File: src/rtl/layer_seq_ctrl.sv
// Per-layer sequencer: walks one encoder layer through seven engines with start/done pulses,
// tracks the layer index, a per-stage watchdog and the per-layer cycle count.
module layer_seq_ctrl #(
  parameter int NUM_LAYER      = 12,
  parameter int TIMEOUT_CYCLES = 65535,
  parameter int CYC_W          = 24
)(
  input  logic                         clk,
  input  logic                         rstn,
  input  logic                         ln_start,
  input  logic                         abort,
  output logic                         ln1_start,
  input  logic                         ln1_done,
  output logic                         qkv_start,
  input  logic                         qkv_done,
  output logic                         attn_start,
  input  logic                         attn_done,
  output logic                         oproj_start,
  input  logic                         oproj_done,
  output logic                         ln2_start,
  input  logic                         ln2_done,
  output logic                         lin1_start,
  input  logic                         lin1_done,
  output logic                         lin2_start,
  input  logic                         lin2_done,
  output logic                         linear2_done,
  output logic                         busy,
  output logic [3:0]                   stage,
  output logic [$clog2(NUM_LAYER)-1:0] layer_idx,
  output logic [CYC_W-1:0]             layer_cycles,
  output logic [1:0]                   err
);

  localparam int IDX_W = $clog2(NUM_LAYER);
  localparam int WD_W  = (TIMEOUT_CYCLES > 1) ? $clog2(TIMEOUT_CYCLES + 1) : 1;

  typedef enum logic [3:0] {
    S_IDLE = 4'd0, S_LN1 = 4'd1, S_QKV = 4'd2, S_ATTN = 4'd3, S_OPROJ = 4'd4,
    S_LN2 = 4'd5, S_LIN1 = 4'd6, S_LIN2 = 4'd7, S_ERR = 4'd8
  } state_t;

  state_t            state, state_nxt;
  logic [6:0]        start_q, start_d;
  logic              l2d_q, l2d_d, busy_q;
  logic [1:0]        err_q, err_d;
  logic [IDX_W-1:0]  idx_q;
  logic [CYC_W-1:0]  cyc_cnt, lc_q;
  logic [WD_W-1:0]   wd_cnt;
  logic [7:0]        done_vec;
  logic [2:0]        sidx;
  logic              cur_done, wd_hit, in_stage;

  // Stage states 1..7 map to done bits 0..6; bit 7 pads the IDLE wrap-around index.
  assign done_vec = {1'b0, lin2_done, lin1_done, ln2_done, oproj_done, attn_done, qkv_done, ln1_done};
  assign sidx     = state[2:0] - 3'd1;
  assign cur_done = done_vec[sidx];
  assign in_stage = (state != S_IDLE) && (state != S_ERR);
  assign wd_hit   = (TIMEOUT_CYCLES != 0) && (wd_cnt == WD_W'(TIMEOUT_CYCLES));

  always_ff @(posedge clk or negedge rstn) begin
    if (!rstn) state <= S_IDLE;
    else       state <= state_nxt;
  end

  // Done beats the watchdog when both land in the same cycle.
  always_comb begin
    state_nxt = state;
    if (abort) state_nxt = S_IDLE;
    else begin
      case (state)
        S_IDLE:  if (ln_start) state_nxt = S_LN1;
        S_ERR:   state_nxt = S_ERR;
        default: begin
          if (cur_done)    state_nxt = (state == S_LIN2) ? S_IDLE : state_t'(state + 4'd1);
          else if (wd_hit) state_nxt = S_ERR;
        end
      endcase
    end
  end

  always_comb begin
    start_d = '0;
    if (state_nxt != state && state_nxt != S_IDLE && state_nxt != S_ERR)
      start_d[state_nxt[2:0] - 3'd1] = 1'b1;
    l2d_d = !abort && (state == S_LIN2) && (state_nxt == S_IDLE);
    err_d = err_q;
    if (abort) err_d = '0;
    else begin
      if (state != S_IDLE && ln_start)            err_d[1] = 1'b1;
      if (state_nxt == S_ERR && state != S_ERR)   err_d[0] = 1'b1;
    end
  end

  always_ff @(posedge clk or negedge rstn) begin
    if (!rstn) begin
      start_q <= '0;
      l2d_q   <= 1'b0;
      busy_q  <= 1'b0;
      err_q   <= '0;
      idx_q   <= '0;
      cyc_cnt <= '0;
      lc_q    <= '0;
      wd_cnt  <= '0;
    end else begin
      start_q <= start_d;
      l2d_q   <= l2d_d;
      busy_q  <= (state_nxt != S_IDLE);
      err_q   <= err_d;
      if (abort) begin
        idx_q   <= '0;
        cyc_cnt <= '0;
        wd_cnt  <= '0;
      end else begin
        wd_cnt <= (state_nxt != state || state_nxt == S_IDLE || state_nxt == S_ERR) ? '0 : wd_cnt + 1'b1;
        // Counter holds the number of in-layer cycles including the current one.
        if (state == S_IDLE && state_nxt == S_LN1) cyc_cnt <= CYC_W'(1);
        else if (in_stage && cyc_cnt != '1)        cyc_cnt <= cyc_cnt + 1'b1;
        if (l2d_d) begin
          idx_q <= (idx_q == IDX_W'(NUM_LAYER - 1)) ? '0 : idx_q + 1'b1;
          lc_q  <= cyc_cnt;
        end
      end
    end
  end

  assign {lin2_start, lin1_start, ln2_start, oproj_start, attn_start, qkv_start, ln1_start} = start_q;
  assign linear2_done = l2d_q;
  assign busy         = busy_q;
  assign stage        = state;
  assign layer_idx    = idx_q;
  assign layer_cycles = lc_q;
  assign err          = err_q;

endmodule

File: config.mk
export PLATFORM = sky130hd
export DESIGN_NAME = layer_seq_ctrl
export DESIGN_NICKNAME = d
export VERILOG_FILES = /design/src/rtl/layer_seq_ctrl.sv
export SDC_FILE = /design/constraint.sdc
export NUM_CORES = 1
export LEC_CHECK = 0
export CAP_MARGIN = 20
export CORE_MARGIN = 10
export CORE_UTILIZATION = 46
export DETAILED_ROUTE_END_ITERATION = 12
export PLACE_DENSITY = 0.68
export SLEW_MARGIN = 20
export SYNTH_ARGS = -nofsm -noshare
export SYNTH_HDL_FRONTEND = slang
export SYNTH_SLANG_ARGS = --single-unit
File: constraint.sdc
create_clock -name clk -period 9.8 [get_ports clk]
set_input_delay 0.98 -clock clk [delete_from_list [all_inputs] [get_ports clk]]
set_output_delay 0.98 -clock clk [all_outputs]
set_load 0.02 [all_outputs]
==> summary.md <==
| Metric | Value |
|---|---|
| Status | `completed` |
| Dominant synthesized flop cell | `dfrtp_1` |
| Synth Net Count | `roughly 420` |
| First-pass GRT wire length | `roughly 15 mm` |
| Final slew viol count | `0` |
| Worst Skew | `around 0.011 ns` |
| Netlist cell types | `54` |
| Power Density | `roughly 190 nW/um2` |
| Worst Hold Class | `reg -> reg` |
| Vias in the first global route | `about 3.1k` |
| CTS tree | `built` |
| Synth Cell Area | `~4300 um2` |
| Crit Path Max Fanout | `25` |
| EDFF count, synth | `0` |
| Top cell type's share of synthesized area | `between 40% and 50%` |
| Starting Density | `46.88%` |
| Drt wl/cell | `15.68 um` |
| Place WS | `5.536 ns` |
| Worst path max stage delay | `approximately 0.58 ns` |
| Final period demand of the worst path | `4.219 ns` |
| Core ar. | `between 9000 and 10,000 um2` |
| Critical-path cell with the highest stage delay | `mux4_2` |
| Max Clock Freq | `~240 MHz` |
| Num rows | `35` |
| Count of final setup violators | `0` |
| Worst IR drop on VDD | `116.7 uV` |
| Synth Instances | `399` |
| CTS Buffer Depth | `2` |
| 1st-iter DRT viols | `approximately 250` |
| Rel. slew slack | `38.86%` |
| Sequential area share after synthesis | `between 40% and 50%` |
| Ranking of synthesized cells by area | `dfrtp_1 48%, mux2_4 6.6%, xnor2_1 4.1%` |
| Fin area | `between 5000 and 6000 um2` |
| Sequential standard cell area | `about 2100 um2` |
| Placed cell areas | `~4800 um2` |
| Critical path class | `reg -> reg` |
| P_leak | `between 2 and 2.5 nW` |
| Period utilisation layout | `43.05%` |
| Number of detailed-route iterations in the first pass | `5` |
| Port buffer count | `53` |
| Hold-fix buffers at CTS | `0` |
| Die area | `13,590 um2` |
| Post-Synthesis Mean Instance Area | `10.75 um2` |
| # resized after CTS | `0` |
| # Post-CTS Setup Buffers | `0` |
| Io pins | `between 50 and 60` |
| Worst-Skew Late Latency | `roughly 0.34 ns` |
| Final ANT Viol Nets | `0` |
| Hold Violations, Final | `0` |
| Total CTS buffers | `9` |
| CTS H-Tree Depth | `3` |
| Most frequent cells in the layout | `83 x dfrtp_1, 52 x clkdlybuf4s50_1, 33 x nor2_1` |
| Max Cap Violations | `0` |
| DP HPWL | `just over 6 mm` |
| Largest net degree at the start of global routing | `84` |
| CP cell instances | `inv_1, ha_1, mux4_2, o22a_1, nand3_1, a31oi_1, inv_1, ha_1, nand3_4, nor3_4, buf_4, mux2_2` |
| Num Clock Sinks | `83` |
| Area grow syn2layout | `18.02%` |
| Ys async rst share | `100.0%` |
| Drt drc | `0` |
| Worst EP arrival | `~4.5 ns` |
| WP data required | `approximately 10 ns` |
| FF+latch count, synth | `83` |
| Die height | `between 100 and 150 um` |
| Share of cells above drive strength 1 | `between 10% and 20%` |
| Area of the multi-input gates | `2044 um2` |
| Gr usage total | `roughly an eighth` |
| Synth area leader | `dfrtp_1` |
| Final worst slack | `5.581 ns` |
| Initial antenna violation count | `0` |
| Fin cells | `between 500 and 600` |
| Startpoint types | `flop` |
| Die Wd | `approximately 120 um` |
| Dpl cells | `~550` |
| Total Nets Final | `around 470` |
| ANT cells | `0` |
| WL final | `slightly below 9 mm` |
| Clk root buf | `clkbuf_8` |
| Routability Congestion | `between 0.8 and 0.9` |
| CP top delay family | `multiplexers` |
| RSZ-0062 raised after global routing | `no` |
| Vias | `3,134` |
| Global route overflow | `0` |
| Commonest non-fill, non-tap cell in the layout | `dfrtp_1` |
| Buffers & Inverters on Critical Path | `3` |
| CP Capture Type | `flop` |
| Final Power | `about 0.96 mW` |
| Fill cells | `between 800 and 900` |
| Clk pin slew, worst setup/hold paths | `around 0.090 ns` |
| Post-route setup TNS | `0 ns` |
| Yosys Warn Count | `0` |
| Worst slew pin tran | `0.9119 ns` |
| Vias/cell | `5.567` |
cells by family (layout without fill, tap and decap cells):
logic type                 count (synthesis)  in the layout  synth area share, %
AOI/OAI and AO/OA                         47             47                7.524
muxes                                     29             29                9.536
DFF                                       83             83                48.41
and+or+nand+nor                          163            163                20.18
buffers and inverters                     32             85                4.024
xor gates and xnor gates                  37             37                7.991
adders and majority gates                  8              8                2.333
synth_stat cells, types with 2 or more instances:
master    instances
a21o_1            3
a21oi_1          14
a31oi_1           4
and2_1            2
and3_1            4
and4_1            7
buf_12            2
buf_2             4
buf_6             2
clkbuf_1          9
dfrtp_1          83
ha_1              8
inv_1            15
mux2_2            6
mux2_4           19
mux2i_1           2
nand2_1          31
nand3_1          24
nand4_1          10
nor2_1           33
nor2b_1           2
nor3_1           28
nor3b_1           3
nor4_1            3
nor4b_1           5
o211ai_1          3
o21ai_0           9
o31ai_1           3
or3_1             2
xnor2_1          20
xor2_1           16
per-stage QoR:
step | hold slack (ns) | utilization (%)
3_3_place_gp | 0.4860 | 52.97
3_5_place_dp | 0.5013 | 52.97
5_1_grt | 0.5268 | 55.32
4_1_cts | 0.5139 | 55.24
2_1_floorplan | 0.4665 | -
6_report | 0.5084 | 55.32
power by group:
| group | switching [mW] | internal, mW |
|---|---|---|
| registers | 0.0212 | 0.360 |
| logic | 0.211 | 0.114 |
| clock network | 0.127 | 0.127 |
path summary, 6_finish.rpt:
kind | start | to | slack [ns] | cells after the start
worst max-delay path | stage[0] | layer_cycles[2] | 5.58 | 12
worst min-delay path | wd_cnt[0] | wd_cnt[0] | 0.51 | 1
worst max register to register | stage[0] | layer_cycles[2] | 5.58 | 12
worst min register to register | wd_cnt[0] | wd_cnt[0] | 0.51 | 1
max in group asynchronous | rstn | stage[1] | 8.64 | 1
min in group asynchronous | rstn | linear2_done | 0.67 | 1
final cells by class:
cell class / count / share of cell area (%)
Timing Repair Buffer: 54 / 10.65
Clock inverter: 6 / 1.384
Inverter: 15 / 1.112
Clock buffer: 10 / 2.718
Multi-Input combinational cell: 284 / 40.38
Sequential cell: 83 / 41.02
Tap cell: 111 / 2.743
metal layers:
layer,vias to the layer above,part of all wire [%],routed length [um],global-route usage [%]
met5,-,0,0,0
met4,0,1.3,115,3.954
met3,12,5.9,517,3.801
met2,94,50,4397,22.89
met1,1527,43,3797,15.88
li1,1501,-,-,-
state kept, by name, summed over array words and instances, names as in the netlist:
name          count
start_q           7
wd_cnt           16
stage             4
linear2_done      1
layer_idx         4
cyc_cnt          24
err               2
layer_cycles     24
busy              1
worst reg2reg max path: stages, from the launching register on:
cell,delay (ns)
dfrtp_1,0.55
inv_1,0.24
ha_1,0.47
mux4_2,0.58
o22a_1,0.35
nand3_1,0.14
a31oi_1,0.22
inv_1,0.18
ha_1,0.26
nand3_4,0.13
nor3_4,0.17
buf_4,0.40
mux2_2,0.41
(Power assumes the default switching activity.)
